**src/rtl/decode_stage.sv**
```systemverilog
// MIPS ID stage: IF/ID register, main/ALU decode, operand scoreboard check and
// ID/EX register, with a destination-claim pulse back to the register file.
module decode_stage #(
    parameter int STALL_CNT_W    = 16,
    parameter bit USE_SCOREBOARD = 1'b1
) (
    input  logic                   clk,
    input  logic                   reset_n,
    input  logic [31:0]            instrF,
    input  logic [31:0]            pcPlus4F,
    input  logic                   validF,
    input  logic                   stallE,
    input  logic                   flushD,
    output logic                   stallF,
    output logic [4:0]             index1,
    output logic [4:0]             index2,
    input  logic [31:0]            valueOutput1,
    input  logic [31:0]            valueOutput2,
    input  logic                   flagOutput1,
    input  logic                   flagOutput2,
    output logic                   claimValid,
    output logic [4:0]             claimIndex,
    output logic                   validE,
    output logic                   regWriteE,
    output logic                   memToRegE,
    output logic                   memWriteE,
    output logic                   aluSrcE,
    output logic                   regDstE,
    output logic                   branchE,
    output logic                   jumpE,
    output logic [2:0]             aluControlE,
    output logic [31:0]            rd1E,
    output logic [31:0]            rd2E,
    output logic [31:0]            immExtE,
    output logic [4:0]             RsE,
    output logic [4:0]             RtE,
    output logic [4:0]             RdE,
    output logic [31:0]            pcPlus4E,
    output logic                   illegalE,
    output logic [STALL_CNT_W-1:0] stallCount
);

    localparam logic [5:0] OP_RTYPE = 6'h00;
    localparam logic [5:0] OP_LW    = 6'h23;
    localparam logic [5:0] OP_SW    = 6'h2B;
    localparam logic [5:0] OP_BEQ   = 6'h04;
    localparam logic [5:0] OP_ADDI  = 6'h08;
    localparam logic [5:0] OP_J     = 6'h02;

    localparam logic [5:0] FN_ADD = 6'h20;
    localparam logic [5:0] FN_SUB = 6'h22;
    localparam logic [5:0] FN_AND = 6'h24;
    localparam logic [5:0] FN_OR  = 6'h25;
    localparam logic [5:0] FN_SLT = 6'h2A;

    localparam logic [2:0] ALU_AND = 3'b000;
    localparam logic [2:0] ALU_OR  = 3'b001;
    localparam logic [2:0] ALU_ADD = 3'b010;
    localparam logic [2:0] ALU_SUB = 3'b110;
    localparam logic [2:0] ALU_SLT = 3'b111;

    typedef enum logic [1:0] {
        ST_EMPTY = 2'd0,
        ST_ISSUE = 2'd1,
        ST_WAIT  = 2'd2
    } state_t;

    typedef struct packed {
        logic        valid;
        logic        reg_write;
        logic        mem_to_reg;
        logic        mem_write;
        logic        alu_src;
        logic        reg_dst;
        logic        branch;
        logic        jump;
        logic        illegal;
        logic [2:0]  alu_ctl;
        logic [31:0] rd1;
        logic [31:0] rd2;
        logic [31:0] imm;
        logic [31:0] pc4;
        logic [4:0]  rs;
        logic [4:0]  rt;
        logic [4:0]  rd;
    } idex_t;

    state_t                 state_q, state_d, cur_state;
    logic [31:0]            instr_q, instr_d;
    logic [31:0]            pc4_q, pc4_d;
    idex_t                  idex_q, idex_d;
    logic [STALL_CNT_W-1:0] cnt_q, cnt_d;

    logic [5:0]  op, funct;
    logic [4:0]  rs, rt, rd, dest;
    logic [31:0] imm_ext;
    logic        dec_reg_write, dec_mem_to_reg, dec_mem_write, dec_alu_src;
    logic        dec_reg_dst, dec_branch, dec_jump, dec_illegal;
    logic [2:0]  dec_alu_ctl;
    logic        use_rs, use_rt, rs_ready, rt_ready, operands_ready;
    logic        idex_issue, idex_bubble, stall_f, claim;
    logic        unused_shamt;

    assign op      = instr_q[31:26];
    assign rs      = instr_q[25:21];
    assign rt      = instr_q[20:16];
    assign rd      = instr_q[15:11];
    assign funct   = instr_q[5:0];
    assign imm_ext = {{16{instr_q[15]}}, instr_q[15:0]};
    assign unused_shamt = ^instr_q[10:6];

    always_comb begin
        dec_reg_write  = 1'b0;
        dec_mem_to_reg = 1'b0;
        dec_mem_write  = 1'b0;
        dec_alu_src    = 1'b0;
        dec_reg_dst    = 1'b0;
        dec_branch     = 1'b0;
        dec_jump       = 1'b0;
        dec_illegal    = 1'b0;
        dec_alu_ctl    = ALU_AND;
        use_rs         = 1'b0;
        use_rt         = 1'b0;
        case (op)
            OP_RTYPE: begin
                case (funct)
                    FN_ADD:  dec_alu_ctl = ALU_ADD;
                    FN_SUB:  dec_alu_ctl = ALU_SUB;
                    FN_AND:  dec_alu_ctl = ALU_AND;
                    FN_OR:   dec_alu_ctl = ALU_OR;
                    FN_SLT:  dec_alu_ctl = ALU_SLT;
                    default: dec_illegal = 1'b1;
                endcase
                // An unknown funct issues as a NOP, so it neither writes nor waits on sources
                if (!dec_illegal) begin
                    dec_reg_write = 1'b1;
                    dec_reg_dst   = 1'b1;
                    use_rs        = 1'b1;
                    use_rt        = 1'b1;
                end else begin
                    dec_alu_ctl = ALU_AND;
                end
            end
            OP_LW: begin
                dec_reg_write  = 1'b1;
                dec_mem_to_reg = 1'b1;
                dec_alu_src    = 1'b1;
                dec_alu_ctl    = ALU_ADD;
                use_rs         = 1'b1;
            end
            OP_SW: begin
                dec_mem_write = 1'b1;
                dec_alu_src   = 1'b1;
                dec_alu_ctl   = ALU_ADD;
                use_rs        = 1'b1;
                use_rt        = 1'b1;
            end
            OP_BEQ: begin
                dec_branch  = 1'b1;
                dec_alu_ctl = ALU_SUB;
                use_rs      = 1'b1;
                use_rt      = 1'b1;
            end
            OP_ADDI: begin
                dec_reg_write = 1'b1;
                dec_alu_src   = 1'b1;
                dec_alu_ctl   = ALU_ADD;
                use_rs        = 1'b1;
            end
            OP_J: begin
                dec_jump = 1'b1;
            end
            default: dec_illegal = 1'b1;
        endcase
    end

    assign dest     = dec_reg_dst ? rd : rt;
    assign rs_ready = (rs == 5'd0) || flagOutput1;
    assign rt_ready = (rt == 5'd0) || flagOutput2;

    always_comb begin
        if (USE_SCOREBOARD == 1'b0) begin
            operands_ready = 1'b1;
        end else begin
            operands_ready = (!use_rs || rs_ready) && (!use_rt || rt_ready);
        end
    end

    // The registered state only records occupancy; readiness is re-judged every cycle
    always_comb begin
        if (state_q == ST_EMPTY) begin
            cur_state = ST_EMPTY;
        end else if (operands_ready) begin
            cur_state = ST_ISSUE;
        end else begin
            cur_state = ST_WAIT;
        end
    end

    always_comb begin
        state_d     = state_q;
        instr_d     = instr_q;
        pc4_d       = pc4_q;
        cnt_d       = cnt_q;
        idex_issue  = 1'b0;
        idex_bubble = 1'b0;
        stall_f     = 1'b0;
        claim       = 1'b0;
        if (flushD) begin
            state_d     = ST_EMPTY;
            idex_bubble = 1'b1;
        end else if (stallE) begin
            stall_f = 1'b1;
        end else begin
            case (cur_state)
                ST_ISSUE: begin
                    state_d    = validF ? ST_ISSUE : ST_EMPTY;
                    instr_d    = instrF;
                    pc4_d      = pcPlus4F;
                    idex_issue = 1'b1;
                    claim      = dec_reg_write && (dest != 5'd0);
                end
                ST_WAIT: begin
                    state_d     = ST_WAIT;
                    stall_f     = 1'b1;
                    idex_bubble = 1'b1;
                    cnt_d       = (&cnt_q) ? cnt_q : cnt_q + 1'b1;
                end
                default: begin
                    state_d     = validF ? ST_ISSUE : ST_EMPTY;
                    instr_d     = instrF;
                    pc4_d       = pcPlus4F;
                    idex_bubble = 1'b1;
                end
            endcase
        end
    end

    always_comb begin
        idex_d = idex_q;
        if (idex_bubble) begin
            idex_d = '0;
        end else if (idex_issue) begin
            idex_d.valid      = 1'b1;
            idex_d.reg_write  = dec_reg_write;
            idex_d.mem_to_reg = dec_mem_to_reg;
            idex_d.mem_write  = dec_mem_write;
            idex_d.alu_src    = dec_alu_src;
            idex_d.reg_dst    = dec_reg_dst;
            idex_d.branch     = dec_branch;
            idex_d.jump       = dec_jump;
            idex_d.illegal    = dec_illegal;
            idex_d.alu_ctl    = dec_alu_ctl;
            idex_d.rd1        = valueOutput1;
            idex_d.rd2        = valueOutput2;
            idex_d.imm        = imm_ext;
            idex_d.pc4        = pc4_q;
            idex_d.rs         = rs;
            idex_d.rt         = rt;
            idex_d.rd         = rd;
        end
    end

    always_ff @(posedge clk or negedge reset_n) begin
        if (!reset_n) begin
            state_q <= ST_EMPTY;
            instr_q <= '0;
            pc4_q   <= '0;
            idex_q  <= '0;
            cnt_q   <= '0;
        end else begin
            state_q <= state_d;
            instr_q <= instr_d;
            pc4_q   <= pc4_d;
            idex_q  <= idex_d;
            cnt_q   <= cnt_d;
        end
    end

    assign stallF      = stall_f;
    assign index1      = rs;
    assign index2      = rt;
    assign claimValid  = claim;
    assign claimIndex  = dest;
    assign validE      = idex_q.valid;
    assign regWriteE   = idex_q.reg_write;
    assign memToRegE   = idex_q.mem_to_reg;
    assign memWriteE   = idex_q.mem_write;
    assign aluSrcE     = idex_q.alu_src;
    assign regDstE     = idex_q.reg_dst;
    assign branchE     = idex_q.branch;
    assign jumpE       = idex_q.jump;
    assign aluControlE = idex_q.alu_ctl;
    assign rd1E        = idex_q.rd1;
    assign rd2E        = idex_q.rd2;
    assign immExtE     = idex_q.imm;
    assign RsE         = idex_q.rs;
    assign RtE         = idex_q.rt;
    assign RdE         = idex_q.rd;
    assign pcPlus4E    = idex_q.pc4;
    assign illegalE    = idex_q.illegal;
    assign stallCount  = cnt_q;

endmodule

```
**config.mk**
```make
export PLATFORM = sky130hd
export DESIGN_NAME = decode_stage
export DESIGN_NICKNAME = d
export VERILOG_FILES = /design/src/rtl/decode_stage.sv
export SDC_FILE = /design/constraint.sdc
export NUM_CORES = 1
export LEC_CHECK = 0
export CORE_MARGIN = 1.5
export CORE_UTILIZATION = 28
export DETAILED_ROUTE_END_ITERATION = 16
export SYNTH_ARGS = -nofsm -noshare
export SYNTH_HDL_FRONTEND = slang
export SYNTH_SLANG_ARGS = --single-unit
```
**constraint.sdc**
```tcl
create_clock -name clk -period 5.7 [get_ports clk]
set_clock_uncertainty 0.2 [all_clocks]
set_input_delay 1.14 -clock clk [delete_from_list [all_inputs] [get_ports clk]]
set_output_delay 1.14 -clock clk [all_outputs]
set_load 0.05 [all_outputs]
```
# After elaboration in Yosys (flattened, before gate mapping)
# Index checks and enable logic that the tools add are counted.
dict set report word_totals {
  rom_bits 0
  wordCells 99
  out_inout_bits 188
  reg_bits 237
  mem_count 0
  latchBits 0
  input_bits 135
  ram_bits 0
}
dict set report op_classes {
  div_mod_pow 0
  bitwise_logic 4
  n_eq_ne 13
  n_lt_le_gt_ge 0
  muxes 37
  n_reduce_logical 23
  n_shift 0
  mul 0
  n_addsub 1
}
# operator count
set op_table {}
lappend op_table {{155-bit 2-to-1 mux} 2}
lappend op_table {{6-bit equality test (second input constant)} 7}
lappend op_table {{1-bit 2-to-1 mux} 22}
lappend op_table {{16-bit by 1-bit adder with 16-bit output (second input constant)} 1}
lappend op_table {{16-bit AND reduction} 1}
lappend op_table {{3-bit case mux with 4 select lines} 1}
lappend op_table {{5-bit zero test} 2}
lappend op_table {{2-bit 2-to-1 mux} 5}
lappend op_table {{5-bit OR reduction} 2}
lappend op_table {{3-bit case mux with 3 select lines} 1}
lappend op_table {{1-bit case mux with 2 select lines} 4}
lappend op_table {{6-bit by 2-bit equality test with 1-bit output (second input constant)} 1}
lappend op_table {{6-bit by 3-bit equality test with 1-bit output (second input constant)} 1}
lappend op_table {{6-bit by 4-bit equality test with 1-bit output (second input constant)} 1}
lappend op_table {{6-bit zero test} 1}
lappend op_table {{5-bit 2-to-1 mux} 1}
lappend op_table {{5-bit nonzero test} 1}
lappend op_table {{1-bit logical OR} 4}
lappend op_table {{1-bit NOT} 4}
lappend op_table {{4-bit AND reduction} 1}
lappend op_table {{2-bit OR reduction} 2}
lappend op_table {{4-bit OR reduction} 1}
lappend op_table {{3-bit 2-to-1 mux} 1}
lappend op_table {{3-bit AND reduction} 1}
lappend op_table {{other kinds (8)} 10}

# Logic depth before layout (Yosys ltp)
# Gate-level depths: netlist (run 1).
dict set report logic_depth {
  ltp_word 17
  mapped_depth 9
}

# Least setup slack after synthesis (run 1)
# Ideal clock, no wire load.
dict set report synth_path {
  kind {input port to output port}
  start {input port flagOutput2}
  end {output port stallF}
  path_buffers 2
  arrival_ns 2.794
  t_required_ns 4.360
  path_slack_ns 1.566
  stages 7
  cell_sequence {nor2_1 > o21ai_1 > o2bb2ai_1 > buf_4 > buf_2 > o21ai_0 > a21oi_1}
}
dict set report synth_via {
  elab_chain_cells 9
}
# element line_no
set synth_lines {}
lappend synth_lines {{start: declaration} 20} ;# input logic flagOutput2,
lappend synth_lines {{1-bit logical OR} 179} ;# assign rt_ready = (rt == 5'd0) || flagOutput2;
lappend synth_lines {{1-bit logical OR} 185} ;# operands_ready = (!use_rs || rs_ready) && (!use_rt || rt_ready);
lappend synth_lines {{1-bit logical AND} 185}
lappend synth_lines {{2-bit 2-to-1 mux} 193} ;# end else if (operands_ready) begin
lappend synth_lines {{2-bit 2-to-1 mux} 191} ;# if (state_q == ST_EMPTY) begin
lappend synth_lines {{2-bit equality test} 215} ;# case (cur_state)
lappend synth_lines {{1-bit 2-to-1 mux} 215}
lappend synth_lines {{1-bit 2-to-1 mux} 212} ;# end else if (stallE) begin
lappend synth_lines {{1-bit 2-to-1 mux} 209} ;# if (flushD) begin
lappend synth_lines {{end: declaration} 14} ;# output logic stallF,
# No other way between the ends.

# Final worst setup path (run 1)
dict set report layout_path {
  start {register instr_q[29]}
  end {output port claimIndex[4]}
}
dict set report layout_via {
  elab_chain_cells 3
}
# element line_no
set layout_lines {}
lappend layout_lines {{start: declaration} 89} ;# logic [31:0] instr_q, instr_d;
lappend layout_lines {{start signal: assignment} 273} ;# instr_q <= instr_d;
lappend layout_lines {{6-bit zero test} 124} ;# case (op)
lappend layout_lines {{1-bit 2-to-1 mux} 124}
lappend layout_lines {{5-bit 2-to-1 mux} 177} ;# assign dest = dec_reg_dst ? rd : rt;
lappend layout_lines {{end: declaration} 22} ;# output logic [4:0] claimIndex,
# No other way between the ends.

==> results.cfg, run 1 <==
[run_status]
outcome = finished, final reports clean

[grt]
groute.usage.overall_pct = 15.2
use_met2_pct = 24.6
antenna_found_initial = 2
grt_pass1_vias = 6579
grt.met1_usage_pct = 19.8
grt_pass1_wl_um = 39500
grt_max_degree = 110
met3_usage_pct = 4.84
gr-total-overflow = 0
busiest_layer = met2

[synthesis]
yosysWarnings = 0
synth-edff-count = 0
ys_ff_latch = 216
yosys.area.top_type = dfrtp_1
synth_area_um2 = 8730
synth-async-reset-ratio_pct = 100
synth_top_area_share_pct = 61.9
seq_area_frac_synth_pct = 61.9
syn_avg_cell_area_um2 = 14.0
synth_nets = 759
synthCells = 623
synth.area.top_cells = dfrtp_1 62%, a22o_1 13%, mux2_1 8.3%
synth_cell_types = 49
yosys_most_used_dff = dfrtp_1

[finish]
drive_gt1_share_pct = 6.59
nets = 1043
n_fill_cell = 2866
area_growth_syn_to_layout_pct = 47.7
fin_area_um2 = 12900

[clock_network]
cts_tree = built
clkSlewWorstSetupHoldPaths_ns = 0.06
clock_path_buffers = 3
clock-sinks = 216
htreeDepth = 1
cts_resized = 0
cts_hold_buffers = 0
clkLatencyLatePin_ns = 0.53
cts_buffers = 25
cts_setup_buffers = 0
cts-root-buf = clkbuf_16

[timing]
rsz0062_at_grt = false
drv_slew = 0
hold_viol = 0
worst_slack_ns = 1.03
fin_crit_sh_pct = 81.9
worst_pin_slew_ns = 1.08
setup-tns-final_ns = 0
setup_viol = 0
layout_min_cycle_time_ns = 4.67
slew_headroom_pct = 28.3
fmax_mhz = 214

[placed_design]
place_ws_ns = 1.19
post-dp-hpwl_um = 16800
portBuffers = 322
routabilityCongestion = 0.730
placed_area_um2 = 12000

[route]
via_per_inst = 4.74
drc = 0
drtPass1Iterations = 5
ant_nets = 0
drtIter0Drc = 282
drt-total-wl_um = 24900
wire_per_inst_um = 18.8
via_count = 6268

[worst_setup_path]
path_class = flop to output pin
cp.arrival_ns = 3.33
critPathCaptureType = output pin
start_kind = flop
crit_fanout = 11
crit_required_ns = 4.36

[floorplanning]
start_util_pct = 28.5
dieArea_um2 = 32200
die_w_um = 180
core_area_um2 = 30700
die_height_um = 180
ios = 323
rows = 64

[power]
power_density_nw_per_um2 = 310
leakage_uw = 0.00551
irDropWorstVdd_v = 0.000212

[run]
cap_violations = 0

[min_path]
hp-class = flop to flop
through the flow:
| stage | total power [µW] | std cells | util [%] | hold slack, ns |
|---|---|---|---|---|
| floorplan | 2080 | 623 | - | 0.259 |
| global placement | 2330 | 1276 | 39.2 | 0.267 |
| detailed placement | 2340 | 1276 | 39.2 | 0.267 |
| CTS | 4070 | 1321 | 42.0 | 0.281 |
| global route | 4170 | 1321 | 42.0 | 0.302 |
| finish | 4000 | 1322 | 42.0 | 0.279 |
final timing paths:
| check | from | endpoint | slack [ns] | cells past startpoint |
|---|---|---|---|---|
| setup / recovery | instr_q[29] | claimIndex[4] | 1.03 | 6 |
| hold / removal | aluControlE[0] | aluControlE[0] | 0.28 | 2 |
| setup reg to reg | instr_q[22] | pc4_q[3] | 2.08 | 7 |
| hold reg to reg | aluControlE[0] | aluControlE[0] | 0.28 | 2 |
| max in group asynchronous | reset_n | immExtE[30] | 3.77 | 2 |
| min in group asynchronous | reset_n | stallCount[2] | 0.49 | 1 |
state kept, by name, summed over array words and instances, names as in the netlist, 2 cells and up:
| signal | cells |
|---|---|
| stallCount | 16 |
| state_q | 2 |
| pcPlus4E | 32 |
| RtE | 5 |
| RsE | 5 |
| instr_q | 32 |
| rd1E | 32 |
| rd2E | 32 |
| pc4_q | 32 |
| immExtE | 16 |
| aluControlE | 3 |
layer usage:
metal	vias up	wire length [µm]
met1	3132	10900
li1	2879	-
met2	226	11600
met4	0	556
met3	31	1810
met5	-	0
cells in the final DEF, fill, tap and decap left out, types with 3 or more instances in the layout:
cell type	netlist	final
clkbuf_1	20	4
nand4_1	6	6
a22o_1	129	129
nor2_1	10	9
a21oi_1	3	3
o211ai_1	5	5
and4_1	3	3
dfrtp_1	216	216
clkbuf_8	0	4
clkdlybuf4s50_1	0	319
inv_6	0	3
o21ai_0	3	3
or4_1	4	4
o21ai_1	4	4
xnor2_1	16	16
nand2_1	23	23
o21bai_1	3	3
bufinv_16	0	4
buf_4	33	11
o2111ai_1	7	7
or3_1	3	3
mux2_1	64	64
and3_1	7	7
clkbuf_16	0	25
clkinv_2	0	4
nor3_1	4	4
Yosys cell counts (all sizes together), types with 2 or more instances:
library cell,instances
nand4,6
a211oi,2
mux2i,2
buf,55
xnor2,16
and4b,2
nor3,5
nor2b,2
nand2b,2
or3,3
a21oi,4
a32o,2
inv,2
a22o,129
or4,4
and2,2
o2111ai,7
clkbuf,20
o21ai,7
nor4b,2
mux2,65
o211ai,5
nor2,10
nand2,23
and4,3
and3,7
o21bai,3
o31ai,2
dfrtp,216
nor4,3
final cells by class:
cell class | instances | area [µm²] | share of cell area [%]
flip-flops and latches | 216 | 5410 | 41.9
clock inverters | 12 | 175 | 1.36
repair buffers | 332 | 3310 | 25.7
clock buffers | 33 | 696 | 5.40
multi-input cells | 330 | 2800 | 21.7
diodes | 1 | 2.50 | 0.0194
well taps | 396 | 495 | 3.84
inverters | 2 | 7.51 | 0.0582
power by group:
group / internal (µW) / switching [µW]
Clock: 1040 / 655
Sequential: 1630 / 89.3
Combinational: 250 / 329
critical path, stage by stage, from the launching register on:
cell,delay (ns)
dfrtp_1,0.47
nor4_2,0.42
nand4_1,0.52
inv_1,0.41
nand2_1,0.09
nand2_1,0.08
clkdlybuf4s50_1,0.80
kinds of logic after synthesis:
logic type,after synthesis,share of synthesized area (%)
DFF,216,61.9
AOI/OAI and AO/OA,168,16.5
and+or+nand+nor,78,5.05
buffers and inverters,77,6.19
muxes,67,8.62
xor gates and xnor gates,16,1.61
adders and majority gates,1,0.143
Power figures use the tool's default switching activity.
==> inputs of run 2 (changes only) <==
==> constraint.sdc (replaced) <==
create_clock -name clk -period 3.8 [get_ports clk]
set_clock_uncertainty 0.2 [all_clocks]
set_input_delay 0.76 -clock clk [delete_from_list [all_inputs] [get_ports clk]]
set_output_delay 0.76 -clock clk [all_outputs]
set_load 0.05 [all_outputs]
==> results.cfg, run 2 (same netlist as run 1, synthesis figures left out) <==
[run_status]
outcome = finished, final reports clean

[clock_network]
clkSlewWorstSetupHoldPaths_ns = 0.06
cts_hold_buffers = 0
cts_setup_buffers = 0
clock_path_buffers = 3
clock-sinks = 216
cts-root-buf = clkbuf_16
cts_tree = built
cts_buffers = 26
clkLatencyLatePin_ns = 0.52
htreeDepth = 1

[timing]
drv_slew = 0
layout_min_cycle_time_ns = 3.61
worst_slack_ns = 0.195
worst_pin_slew_ns = 0.693
fin_crit_sh_pct = 94.9
setup_viol = 0
slew_headroom_pct = 53.8
setup-tns-final_ns = 0
whs_ns = 0.0217
hold_viol = 0
rsz0062_at_grt = false
fmax_mhz = 277

[grt]
grt_pass1_wl_um = 39500
grt_max_degree = 84
antenna_found_initial = 4
groute.usage.overall_pct = 15.2
grt_pass1_vias = 6608
gr-total-overflow = 0

[worst_setup_path]
reg2reg_depth = 7
cp.arrival_ns = 2.65
crit_fanout = 5
worstReg2RegEnd = pc4_q[18]
start_kind = flop
crit_required_ns = 2.84
critPathCaptureType = output pin
r2r_start = instr_q[22]
path_class = flop to output pin
rrSetupSlack_ns = 0.67

[floorplanning]
die_height_um = 180
die_w_um = 180
start_util_pct = 28.5
rows = 64
ios = 323
core_area_um2 = 30700
dieArea_um2 = 32200

[placed_design]
post-dp-hpwl_um = 16800
routabilityCongestion = 0.767
place_ws_ns = 0.451
portBuffers = 322

[route]
drt-total-wl_um = 24800
wire_per_inst_um = 18.6
drtPass1Iterations = 4
via_per_inst = 4.70
via_count = 6255
drtIter0Drc = 235
drc = 0
ant_nets = 0

[power]
p_total_uw = 6010
power_density_nw_per_um2 = 460
leakage_uw = 0.00558
irDropWorstVdd_v = 0.000285

[finish]
area_growth_syn_to_layout_pct = 49.7
drive_gt1_share_pct = 7.52
layout_commonest_cell = clkdlybuf4s50_1
n_fill_cell = 2855
layout_common_cells = 314 x clkdlybuf4s50_1, 216 x dfrtp_1, 129 x a22o_1
final_util_pct = 42.6
nets = 1049

[min_path]
hp-class = primary input to asynchronous set/reset pin

[run]
cap_violations = 0
[run 2: changes by cell type in the layout (fill, tap and decap cells not counted), moves of 2 or more]
cell / change
diode_2: +3
inv_6: -2
clkbuf_1: +3
buf_12: +11
clkdlybuf4s50_1: -5
clkbuf_16: +2
[run 2: final cells by class]
cell class / count / area, µm² / area share, %
Clock inverter: 9 / 126 / 0.967
Sequential cell: 216 / 5410 / 41.4
Inverter: 2 / 7.51 / 0.0575
Multi-Input combinational cell: 330 / 2800 / 21.5
Tap cell: 396 / 495 / 3.79
Timing Repair Buffer: 337 / 3470 / 26.6
Antenna cell: 4 / 10.0 / 0.0766
Clock buffer: 37 / 743 / 5.69
[run 2: how the worst max path moves through the flow]
| stage | startpoint | to | slack, ns | cells after the start |
|---|---|---|---|---|
| after detailed placement | stallE | claimValid | 0.45 | 5 |
| final | instr_q[17] | claimValid | 0.19 | 6 |
| after CTS | instr_q[27] | stallF | 0.10 | 6 |
| after floorplan | instr_q[27] | stallF | 0.17 | 8 |
| after global routing | instr_q[27] | stallF | 0.01 | 6 |
| after global placement | stallE | claimValid | 0.47 | 5 |
[run 2: power breakdown]
| part | switching [µW] | total, µW | internal, µW |
|---|---|---|---|
| Sequential | 135 | 2580 | 2450 |
| Clock | 954 | 2510 | 1560 |
| Combinational | 504 | 908 | 404 |
| Total | 1590 | 6010 | 4410 |
[run 2: repair_timing]
| action | 4_1_cts | 5_1_grt |
|---|---|---|
| gates resized for setup | 0 | 1 |
| setup endpoints to repair | 0 | 1 |
| hold endpoints to repair | 0 | 0 |
[run 2: worst max-delay path: stages, from the launching register on]
cell and delay (ns):
dfrtp_1 0.44, or4_1 0.61, o21bai_1 0.23, a21oi_2 0.12
or3_1 0.40, nor2_1 0.12, buf_4 0.21
[run 2: through the flow]
step,instance area [µm²],instances
after global routing,13100,1328
after CTS,13000,1327
after detailed placement,12200,1281
final,13100,1331
after floorplan,8730,623
after global placement,12200,1281
[run 2: metal layers]
layer	wire length, µm	share of wire, %	GRT usage (%)	vias up
met1	11100	45	20.3	3087
met5	0	0	0	-
met4	562	2.3	3.80	0
met3	1890	7.6	4.80	37
met2	11200	45	23.8	240
li1	-	-	-	2891
